<file path="src/rtl/kd_pkg.sv">
// Shared types and derived constants for the query-patch memory path.
package kd_pkg;
  localparam int DATA_WIDTH = 11;
  localparam int PATCH_SIZE = 5;
  localparam int PATCH_W    = PATCH_SIZE * DATA_WIDTH;
  localparam int ROW_SIZE   = 24;
  localparam int COL_SIZE   = 17;
  localparam int NUM_QUERYS = ROW_SIZE * COL_SIZE;
  localparam int ADDRW      = $clog2(NUM_QUERYS);

  localparam logic [ADDRW-1:0] LAST_ADDR = ADDRW'(NUM_QUERYS - 1);

  typedef logic [PATCH_SIZE-1:0][DATA_WIDTH-1:0] patch_t;

  typedef enum logic { ACC = 1'b0, WBS = 1'b1 } owner_e;

  typedef enum logic [1:0] {
    ACC_OWN = 2'd0,
    WBS_OWN = 2'd1,
    DRAIN   = 2'd2
  } state_e;

  function automatic logic addr_in_range(input logic [ADDRW-1:0] addr);
    return addr <= LAST_ADDR;
  endfunction

  function automatic state_e owner_state(input owner_e owner);
    return (owner == WBS) ? WBS_OWN : ACC_OWN;
  endfunction
endpackage

</file>
<file path="src/rtl/qp_rd_tracker.sv">
// Tracks the one outstanding SRAM read, steers its data to the requesting
// master and holds the last Wishbone read result.
module qp_rd_tracker
  import kd_pkg::*;
(
  input  logic   clk,
  input  logic   rst_n,
  input  logic   rd_issue_i,
  input  owner_e rd_src_i,
  input  logic   rd_err_i,
  input  patch_t sram_dout_i,
  output logic   rd_pend_o,
  output logic   acc_rvalid_o,
  output patch_t acc_rpatch_o,
  output patch_t wbs_rpatch_o
);
  logic   rd_pend_q;
  logic   rd_err_q;
  owner_e rd_src_q;
  patch_t wbs_rpatch_q;
  patch_t rd_data;

  // Out-of-range reads never touched the SRAM, so they return zero.
  assign rd_data = rd_err_q ? '0 : sram_dout_i;

  always_ff @(posedge clk or negedge rst_n) begin
    if (!rst_n) begin
      rd_pend_q    <= 1'b0;
      rd_err_q     <= 1'b0;
      rd_src_q     <= ACC;
      wbs_rpatch_q <= '0;
    end else begin
      rd_pend_q <= rd_issue_i;
      if (rd_issue_i) begin
        rd_src_q <= rd_src_i;
        rd_err_q <= rd_err_i;
      end
      if (rd_pend_q && (rd_src_q == WBS)) begin
        wbs_rpatch_q <= rd_data;
      end
    end
  end

  assign rd_pend_o    = rd_pend_q;
  assign acc_rvalid_o = rd_pend_q && (rd_src_q == ACC);
  assign acc_rpatch_o = acc_rvalid_o ? rd_data : '0;
  assign wbs_rpatch_o = wbs_rpatch_q;
endmodule

</file>
<file path="src/rtl/qp_mem_arbiter.sv">
// Arbitrates the single-port query-patch SRAM between the Wishbone load path
// and the accelerator, switching owner through a read-draining state.
module qp_mem_arbiter
  import kd_pkg::*;
(
  input  logic               clk,
  input  logic               rst_n,
  input  logic               wbs_mode,
  input  logic               wbs_qp_mem_csb0,
  input  logic               wbs_qp_mem_web0,
  input  logic [ADDRW-1:0]   wbs_qp_mem_addr0,
  input  logic [PATCH_W-1:0] wbs_qp_mem_wpatch0,
  output logic [PATCH_W-1:0] wbs_qp_mem_rpatch0,
  input  logic               acc_req_valid,
  output logic               acc_req_ready,
  input  logic               acc_we,
  input  logic [ADDRW-1:0]   acc_addr,
  input  logic [PATCH_W-1:0] acc_wpatch,
  output logic               acc_rvalid,
  output logic [PATCH_W-1:0] acc_rpatch,
  output logic               sram_csb0,
  output logic               sram_web0,
  output logic [ADDRW-1:0]   sram_addr0,
  output logic [PATCH_W-1:0] sram_din0,
  input  logic [PATCH_W-1:0] sram_dout0,
  output logic               addr_err,
  output logic [15:0]        stall_cnt,
  output state_e             dbg_state_o
);
  // Accelerator handshake: a request transfers in any cycle where
  // acc_req_valid && acc_req_ready; ready is high only while the accelerator
  // owns the memory and never depends on valid.
  state_e             state_q;
  owner_e             drain_tgt_q;
  logic               addr_err_q;
  logic [15:0]        stall_cnt_q;

  logic               req_en;
  logic               req_web;
  logic [ADDRW-1:0]   req_addr;
  logic [PATCH_W-1:0] req_din;
  owner_e             req_src;
  logic               req_ok;
  logic               rd_issue;
  logic               rd_pend;
  logic               stall;
  patch_t             acc_rpatch_w;
  patch_t             wbs_rpatch_w;

  always_comb begin
    req_en   = 1'b0;
    req_web  = 1'b1;
    req_addr = '0;
    req_din  = '0;
    req_src  = ACC;
    if (rst_n) begin
      unique case (state_q)
        ACC_OWN: begin
          if (acc_req_valid) begin
            req_en   = 1'b1;
            req_web  = ~acc_we;
            req_addr = acc_addr;
            req_din  = acc_wpatch;
          end
        end
        WBS_OWN: begin
          req_en   = ~wbs_qp_mem_csb0;
          req_web  = wbs_qp_mem_web0;
          req_addr = wbs_qp_mem_addr0;
          req_din  = wbs_qp_mem_wpatch0;
          req_src  = WBS;
        end
        default: ;
      endcase
    end
  end

  assign req_ok        = addr_in_range(req_addr);
  assign rd_issue      = req_en && req_web;
  assign acc_req_ready = rst_n && (state_q == ACC_OWN);
  assign stall         = acc_req_valid && !acc_req_ready;

  assign sram_csb0  = ~(req_en && req_ok);
  assign sram_web0  = req_web;
  assign sram_addr0 = req_addr;
  assign sram_din0  = req_din;

  always_ff @(posedge clk or negedge rst_n) begin
    if (!rst_n) begin
      state_q     <= ACC_OWN;
      drain_tgt_q <= ACC;
    end else begin
      unique case (state_q)
        ACC_OWN: if (wbs_mode) begin
          state_q     <= DRAIN;
          drain_tgt_q <= WBS;
        end
        WBS_OWN: if (!wbs_mode) begin
          state_q     <= DRAIN;
          drain_tgt_q <= ACC;
        end
        DRAIN: if (!rd_pend) begin
          // Mode still requests the target: complete; otherwise abort back.
          if (wbs_mode == (drain_tgt_q == WBS)) state_q <= owner_state(drain_tgt_q);
          else state_q <= owner_state((drain_tgt_q == WBS) ? ACC : WBS);
        end
        default: state_q <= ACC_OWN;
      endcase
    end
  end

  always_ff @(posedge clk or negedge rst_n) begin
    if (!rst_n) begin
      addr_err_q  <= 1'b0;
      stall_cnt_q <= '0;
    end else begin
      if (req_en && !req_ok) addr_err_q <= 1'b1;
      if (stall && (stall_cnt_q != 16'hFFFF)) stall_cnt_q <= stall_cnt_q + 16'd1;
    end
  end

  qp_rd_tracker u_rd_tracker (
    .clk          (clk),
    .rst_n        (rst_n),
    .rd_issue_i   (rd_issue),
    .rd_src_i     (req_src),
    .rd_err_i     (!req_ok),
    .sram_dout_i  (sram_dout0),
    .rd_pend_o    (rd_pend),
    .acc_rvalid_o (acc_rvalid),
    .acc_rpatch_o (acc_rpatch_w),
    .wbs_rpatch_o (wbs_rpatch_w)
  );

  assign acc_rpatch         = acc_rpatch_w;
  assign wbs_qp_mem_rpatch0 = wbs_rpatch_w;
  assign addr_err           = addr_err_q;
  assign stall_cnt          = stall_cnt_q;
  assign dbg_state_o        = state_q;
endmodule

</file>
<file path="config.mk">
export PLATFORM = sky130hd
export DESIGN_NAME = qp_mem_arbiter
export DESIGN_NICKNAME = d
export VERILOG_FILES = /design/src/rtl/kd_pkg.sv /design/src/rtl/qp_rd_tracker.sv /design/src/rtl/qp_mem_arbiter.sv
export SDC_FILE = /design/constraint.sdc
export NUM_CORES = 1
export LEC_CHECK = 0
export ABC_AREA = 1
export CAP_MARGIN = 5
export CELL_PAD_IN_SITES_DETAIL_PLACEMENT = 1
export CELL_PAD_IN_SITES_GLOBAL_PLACEMENT = 2
export CORE_MARGIN = 2
export CORE_UTILIZATION = 16
export DETAILED_ROUTE_END_ITERATION = 12
export PLACE_DENSITY_LB_ADDON = 0.1
export RECOVER_POWER = 50
export SYNTH_ARGS = -nofsm -noshare
export SYNTH_HDL_FRONTEND = slang
export SYNTH_SLANG_ARGS = --single-unit
</file>
<file path="constraint.sdc">
create_clock -name clk -period 4.17 [get_ports clk]
set_clock_uncertainty 0.2 [all_clocks]
set_input_delay 0.834 -clock clk [delete_from_list [all_inputs] [get_ports clk]]
set_output_delay 0.834 -clock clk [all_outputs]
set_load 0.005 [all_outputs]
</file>
* After elaboration in Yosys (flattened, before gate mapping)
Cells that the tools add are included.
W data, S select, Z words.
** Word-level totals
- Register bits :: 78
- Latch bits :: 0
- RAM bits :: 0
- Bits in read-only memories :: 0
- Input port bits :: 190
- Output and inout bits :: 197
- Logic and storage cells :: 65
- Memories kept :: 0
** Cells by class
- $add $sub $neg :: 1
- Multipliers :: 0
- Divide/modulo/power cells :: 0
- $lt $le $gt $ge :: 1
- Eq/ne operators :: 7
- Shift-type cells :: 0
- Muxes and demuxes :: 26
- Bitwise gates (word level) :: 4
- Reductions and logical operators :: 14
** Operators with widths (count)
- $mux W55 :: 4
- $pmux W55 S2 :: 1
- $mux W9 :: 2
- $pmux W9 S2 :: 1
- $add A16 B1 Y16 const B :: 1
- $ne A16 B16 Y1 const B :: 1
- $mux W1 :: 11
- $le A9 B9 Y1 const B :: 1
- $logic_and A1 B1 Y1 :: 8
- $mux W2 :: 3
- $ne A2 B2 Y1 const B :: 3
- $pmux W1 S2 :: 3
- $pmux W2 S3 :: 1
- $reduce_and A3 Y1 :: 2
- $not A1 Y1 :: 4
- $eq A2 B1 Y1 const B :: 1
- $eq A2 B2 Y1 const B :: 1
- $logic_not A1 Y1 :: 2
- $logic_not A2 Y1 :: 1
- $reduce_bool A2 Y1 :: 1
- $eq A1 B1 Y1 :: 1

* Longest topological paths before layout
Gate-level depths: netlist (run 1).
- Depth after elaboration :: 6
- Mapped depth :: 11
- Mapped depth without buffers :: 10

* Modules after synthesis
A second synthesis (run 1) with hierarchy kept.
** Unflattened totals
- Cells, all modules :: 882
- Area total of the unflattened synthesis :: 5855.6 µm²
** By module, submodules not included
- qp_rd_tracker :: times used 1, cells each 476, area an instance 3527.1 µm², sequential area each 1451.4 µm²
- qp_mem_arbiter :: times used 1, cells each 406, area an instance 2328.5 µm², sequential area each 475.5 µm²

* Worst setup path before layout (run 1)
OpenSTA, ideal clock, no wires.
- Kind :: input port to output port
- Start point :: in rst_n
- End point :: out sram_addr0[0]
- Arrival time :: 1536 ps
- Data required time :: 3136 ps
- Path slack :: 1600 ps
- Stages :: 5
- Buffers on the path :: 3
- Path through :: buf_6 > nand2_2 > buf_2 > clkbuf_1 > a21oi_1
** Between the ends
- Word-level cells in the longest chain between the ends :: 1
** Ends and longest elaborated chain
- start: declaration :: line qp_mem_arbiter.sv:7 : input logic rst_n,
- $mux W9 :: line qp_mem_arbiter.sv:56 : if (rst_n) begin
- end: declaration :: line qp_mem_arbiter.sv:23 : output logic [ADDRW-1:0] sram_addr0,
No other way between the ends.

* Worst setup path in the final report (run 1)
- Start point :: in acc_req_valid
- End point :: out sram_din0[38]
** Between the ends
- Word-level cells in the longest chain between the ends :: 3
** Ends and longest elaborated chain
- start: declaration :: line qp_mem_arbiter.sv:14 : input logic acc_req_valid,
- $mux W55 :: line qp_mem_arbiter.sv:59 : if (acc_req_valid) begin
- $pmux W55 S2 :: line qp_mem_arbiter.sv:57 : unique case (state_q)
- $mux W55 :: line qp_mem_arbiter.sv:56
- end: declaration :: line qp_mem_arbiter.sv:24 : output logic [PATCH_W-1:0] sram_din0,
No other way between the ends.

==> results.sh, run 1 <==
export IMPL_critPathCaptureType="output pin"
export IMPL_grt_usage_pct=16.6
export IMPL_numCtsBuffers=9
export IMPL_grt_max_degree=71
export IMPL_tns_ns=0
export IMPL_p_per_area_mw_per_mm2=457
export IMPL_synth_compound_area_share_pct=14.6
export IMPL_hold_buffers=0
export IMPL_via_count=5988
export IMPL_hold_class="input pin to async pin"
export IMPL_dominantRegCellSynth="dfrtp_1"
export IMPL_clock_path_buffers=2
export IMPL_antenna_found_initial=2
export IMPL_root_buffer="clkbuf_16"
export IMPL_die_width_um=175
export IMPL_htreeDepth=3
export IMPL_drtIter0Drc=195
export IMPL_cap_violations=1
export IMPL_overflow=0
export IMPL_violations="max-capacitance violations, max-slew violations"
export IMPL_place_inst=1450
export IMPL_nets=1268
export IMPL_synth_top_family_by_area="simple AND/OR/NAND/NOR gates"
export IMPL_finalNonFillerCells=1468
export IMPL_critPathKind="input pin to output pin"
export IMPL_initial_core_util_pct=16.2
export IMPL_layout_core_utilization_pct=31.9
export IMPL_first_pass_iters=4
export IMPL_status="finished with violations"
export IMPL_avgSynthCellArea_um2=6.56
export IMPL_worstPathMaxFanout=33
export IMPL_yosysSeqAreaShare_pct=41.4
export IMPL_drt_drc_violations_left=0
export IMPL_synthXorXnorAreaFrac_pct=1.50
export IMPL_synthAdderAreaFrac_pct=0.269
export IMPL_io_pins=387
export IMPL_relSlewSlack_pct=-4.87
export IMPL_wl_per_cell_um=17.4
export IMPL_hold_violations=0
export IMPL_synth_distinct_cells=27
export IMPL_crit_required_ns=3.14
export IMPL_synth_edf_count=0
export IMPL_rows=62
export IMPL_ys_ff_latch=77
export IMPL_rsz0062_at_grt="no"
export IMPL_cts_resized=0
export IMPL_synth_simple_gate_area_share_pct=34.9
export IMPL_start_kind="input pin"
export IMPL_syn_area_mm2=0.00466
export IMPL_r2r_setup_slack_ns=1.10
export IMPL_synth_mux_area_share_pct=0
export IMPL_maxSlewViolCount=55
export IMPL_leakage_nw=3.84
export IMPL_cts_sinks=77
export IMPL_tightest_slew_ns=1.57
export IMPL_drive_gt1_share_pct=4.07
export IMPL_clk_latency_ns=0.34
export IMPL_cts_setup_buffers=0
export IMPL_syn_nets=901
export IMPL_io_buffers=386
export IMPL_reg2reg_to="u_rd_tracker.wbs_rpatch_o[29]$_DFFE_PN0P_"
export IMPL_final_antenna_net_count=0
export IMPL_synth_cells=710
export IMPL_grt_pass1_vias=6468
export IMPL_gp_congestion=0.773
export IMPL_clk_pin_slew_worst_paths_ns=0.06
export IMPL_fmax_mhz=255
export IMPL_die_h_um=175
export IMPL_totalWireLength_um=25600
export IMPL_syn_to_final_growth_pct=97.0
export IMPL_finalSetupViolCount=0
export IMPL_final_cell_mix="346 x clkdlybuf4s50_1, 317 x nand2_1, 77 x dfrtp_1"
export IMPL_core_mm2=0.0287
export IMPL_rr_startpoint="u_rd_tracker.rd_pend_o$_DFF_PN0_"
export IMPL_yosysWarnings=0
export IMPL_vdd_drop_max_mv=0.180
export IMPL_async_flop_share_pct=100
export IMPL_period_needed_ns=3.92
export IMPL_dieArea_mm2=0.0305
export IMPL_grt_pass1_wl_um=38800
export IMPL_viasPerCell=4.08
export IMPL_rr_worst_depth=3
export IMPL_hpwl_um=20600
export IMPL_layout_commonest_cell="clkdlybuf4s50_1"
export IMPL_period_share_pct=93.9
export IMPL_cp_data_arrival_time_ns=2.88
export IMPL_cts_tree="done"
## power breakdown
group	total [mW]	switching [mW]	internal (mW)	leakage (nW)
sequential	1.24	0.192	1.05	0.892
combinational	2.18	1.01	1.16	2.81
clock	0.773	0.361	0.412	0.134
## worst max-delay path by stage
stage	endpoint	slack, ns	cells after the start	start
floorplan	sram_addr0[0]	1.60	5	rst_n
global placement	sram_din0[38]	0.24	7	acc_req_valid
detailed placement	sram_din0[38]	0.24	7	acc_req_valid
CTS	sram_din0[38]	0.23	7	acc_req_valid
global route	sram_din0[38]	0.1	5	rst_n
finish	sram_din0[38]	0.25	7	acc_req_valid
## per-stage QoR
step           power, mW  hold WS [ns]  setup slack [ns]  instance area [um^2]
3_3_place_gp        3.55         0.260             0.238                  8900
2_1_floorplan       2.07         0.257              1.60                  4660
3_5_place_dp        3.56         0.260             0.242                  8900
4_1_cts             4.38         0.160             0.233                  9190
6_report            4.19         0.175             0.254                  9170
5_1_grt             4.55         0.167            0.0963                  9170
## flip-flops by register name (all words and copies together) (netlist names)
signal,cells
addr_err,1
stall_cnt,16
u_rd_tracker.rd_src_q,1
u_rd_tracker.rd_err_q,1
u_rd_tracker.rd_pend_o,1
dbg_state_o,2
u_rd_tracker.wbs_rpatch_o,55
## cells by family (layout without fill, tap and decap cells)
logic type | after synthesis | after routing
compound gates | 134 | 134
xor+xnor | 8 | 8
fa+ha+maj | 1 | 1
buf+inv | 75 | 447
flops | 77 | 77
other cells | 0 | 2
simple gates | 415 | 415
## worst max-delay path: stages
cell and delay [ns]:
clkdlybuf4s50_1 0.62, nand2_1 0.15, inv_2 0.10, buf_4 0.32
nand2_1 0.09, a21oi_1 0.20, clkdlybuf4s50_1 0.54
## Yosys cell counts, types with 2 or more instances
master / count / share of area, %
nand2_1: 315 / 25
dfrtp_1: 77 / 41
nor2_1: 74 / 6.0
o21ai_0: 67 / 7.2
a21oi_1: 62 / 6.7
clkbuf_1: 24 / 1.9
inv_1: 24 / 1.9
nand3_1: 14 / 1.5
buf_2: 11 / 1.2
inv_2: 7 / 0.56
xnor2_1: 6 / 1.1
buf_6: 5 / 1.2
nand4_1: 3 / 0.40
nor2_2: 3 / 0.40
o21ai_1: 3 / 0.32
buf_4: 2 / 0.32
nor2_4: 2 / 0.48
xor2_1: 2 / 0.38
## layer usage
layer / vias to the layer above / GRT usage [%] / wire length, um
met3: 16 / 5.40 / 1930
met1: 2772 / 18.3 / 9900
met2: 220 / 30.6 / 13300
met5: - / 0 / 0
li1: 2980 / - / -
met4: 0 / 4.51 / 398
## cell type report
| class | count | area, um^2 |
|---|---|---|
| Fill cell | 3512 | 19500 |
| Sequential cell | 77 | 1930 |
| Clock inverter | 7 | 57.6 |
| Tap cell | 384 | 480 |
| Antenna cell | 2 | 5.00 |
| Timing Repair Buffer | 399 | 3980 |
| Multi-Input combinational cell | 558 | 2380 |
| Clock buffer | 9 | 225 |
| Inverter | 32 | 123 |
Power figures use the tool's default switching activity.
==> run 2: changes to the inputs <==
--- a/config.mk
+++ b/config.mk
@@ -9,11 +9,10 @@
 export CAP_MARGIN = 5
 export CELL_PAD_IN_SITES_DETAIL_PLACEMENT = 1
 export CELL_PAD_IN_SITES_GLOBAL_PLACEMENT = 2
-export CORE_MARGIN = 2
+export CORE_MARGIN = 3
 export CORE_UTILIZATION = 16
 export DETAILED_ROUTE_END_ITERATION = 12
 export PLACE_DENSITY_LB_ADDON = 0.1
-export RECOVER_POWER = 50
 export SYNTH_ARGS = -nofsm -noshare
 export SYNTH_HDL_FRONTEND = slang
 export SYNTH_SLANG_ARGS = --single-unit
==> results.sh, run 2 (same netlist as run 1, synthesis figures left out) <==
export IMPL_slowest_stage="clkdlybuf4s50_1"
export IMPL_nets=1268
export IMPL_tns_ns=0
export IMPL_crit_required_ns=3.14
export IMPL_clk_latency_ns=0.34
export IMPL_totalWireLength_um=26500
export IMPL_gp_congestion=0.739
export IMPL_final_antenna_net_count=0
export IMPL_hold_buffers=0
export IMPL_status="complete, no violations"
export IMPL_grt_max_degree=111
export IMPL_viasPerCell=4.11
export IMPL_cts_setup_buffers=0
export IMPL_cts_resized=0
export IMPL_worst_path_buf_inv=4
export IMPL_period_share_pct=89.3
export IMPL_drtIter0Drc=173
export IMPL_vdd_drop_max_mv=0.195
export IMPL_p_per_area_mw_per_mm2=464
export IMPL_overflow=0
export IMPL_numCtsBuffers=9
export IMPL_io_buffers=386
export IMPL_largest_register_ffs=55
export IMPL_critPathCaptureType="output pin"
export IMPL_leakage_nw=3.89
export IMPL_drt_drc_violations_left=0
export IMPL_dieArea_mm2=0.0312
export IMPL_dpl_cell_area_mm2=0.00891
export IMPL_initial_core_util_pct=16.5
export IMPL_die_width_um=177
export IMPL_relSlewSlack_pct=32.6
export IMPL_via_count=5992
export IMPL_r2r_setup_slack_ns=1.94
export IMPL_final_cell_mix="385 x clkdlybuf4s50_1, 314 x nand2_1, 77 x dfrtp_1"
export IMPL_max_stage_delay_ns=0.55
export IMPL_root_buffer="clkbuf_16"
export IMPL_antenna_found_initial=0
export IMPL_crit_cells=7
export IMPL_reg2reg_to="stall_cnt[6]$_DFFE_PN0P_"
export IMPL_clk_pin_slew_worst_paths_ns=0.07
export IMPL_first_pass_iters=4
export IMPL_critPathKind="input pin to output pin"
export IMPL_hold_violations=0
export IMPL_endpoint="sram_din0[7]"
export IMPL_rr_startpoint="dbg_state_o[1]$_DFFE_PN0P_"
export IMPL_maxSlewViolCount=0
export IMPL_hold_class="input pin to async pin"
export IMPL_period_needed_ns=3.72
export IMPL_num_antenna_cells=0
export IMPL_fmax_mhz=269
export IMPL_cts_sinks=77
export IMPL_finalSetupViolCount=0
export IMPL_wl_per_cell_um=18.1
export IMPL_drive_gt1_share_pct=4.44
export IMPL_start_kind="input pin"
export IMPL_hpwl_um=21500
export IMPL_htreeDepth=3
export IMPL_layout_commonest_cell="clkdlybuf4s50_1"
export IMPL_tightest_slew_ns=1.01
export IMPL_final_area_mm2=0.00918
export IMPL_cp_data_arrival_time_ns=2.69
export IMPL_worstPathMaxFanout=25
export IMPL_syn_to_final_growth_pct=97.1
export IMPL_path_cells="clkdlybuf4s50_1 -> nand2_1 -> inv_2 -> buf_4 -> nand2_1 -> a21oi_1 -> clkdlybuf4s50_1"
export IMPL_cts_tree="done"
export IMPL_clock_path_buffers=2
export IMPL_rr_worst_depth=7
export IMPL_grt_pass1_vias=6524
export IMPL_core_mm2=0.0282
export IMPL_io_pins=387
export IMPL_grt_pass1_wl_um=39700
export IMPL_rows=61
export IMPL_cap_violations=0
export IMPL_rsz0062_at_grt="no"
export IMPL_startpoint="acc_req_valid"
export IMPL_crit_family="buffers and inverters"
export IMPL_grt_usage_pct=16.6
export IMPL_die_h_um=177
export IMPL_layout_core_utilization_pct=32.5
run 2: layout make-up:
class | instances | area (um^2)
clock buffer | 9 | 225
clock inverter | 6 | 38.8
fill | 3422 | 19100
inverter | 32 | 123
multi-input combinational | 558 | 2390
sequential | 77 | 1930
tap | 378 | 473
timing repair buffer | 399 | 4000
run 2: through the flow:
stage | cells | hold slack (ns) | setup WS (ns) | total power [mW]
2_1_floorplan | 710 | 0.257 | 1.60 | 2.07
3_3_place_gp | 1444 | 0.255 | 0.415 | 3.58
3_5_place_dp | 1444 | 0.265 | 0.395 | 3.59
4_1_cts | 1459 | 0.101 | 0.375 | 4.37
5_1_grt | 1459 | 0.103 | 0.244 | 4.63
6_report | 1459 | 0.114 | 0.446 | 4.25
run 2: report_power, final:
group | total [mW] | switching [mW] | internal (mW)
clock network | 0.747 | 0.347 | 0.400
logic | 2.26 | 1.02 | 1.24
registers | 1.25 | 0.202 | 1.05
total | 4.25 | 1.57 | 2.69
run 2: per-layer routing:
layer	wire (um)	part of all wire (%)	track usage, %	up-vias
met4	297	1.1	3.40	0
met5	0	0	0	-
met2	13600	51	30.6	222
li1	-	-	-	2971
met3	2500	9.5	6.39	15
met1	10100	38	18.2	2784
run 2: worst register-to-register path, stage by stage, from the launching register on:
cell	delay, ns
dfrtp_1	0.52
inv_2	0.11
nand2_2	0.49
nor2_1	0.16
nor2_2	0.17
nand2_4	0.16
inv_4	0.20
o21ai_0	0.10
run 2: worst min-delay path by stage:
stage | start | to | slack [ns] | depth (start not counted)
2_1_floorplan | addr_err$_DFFE_PN0P_ | addr_err$_DFFE_PN0P_ | 0.26 | 2
3_3_place_gp | addr_err$_DFFE_PN0P_ | addr_err$_DFFE_PN0P_ | 0.25 | 2
3_5_place_dp | addr_err$_DFFE_PN0P_ | addr_err$_DFFE_PN0P_ | 0.27 | 2
4_1_cts | rst_n | stall_cnt[13]$_DFFE_PN0P_ | 0.10 | 1
5_1_grt | rst_n | stall_cnt[13]$_DFFE_PN0P_ | 0.10 | 1
6_report | rst_n | stall_cnt[13]$_DFFE_PN0P_ | 0.11 | 1
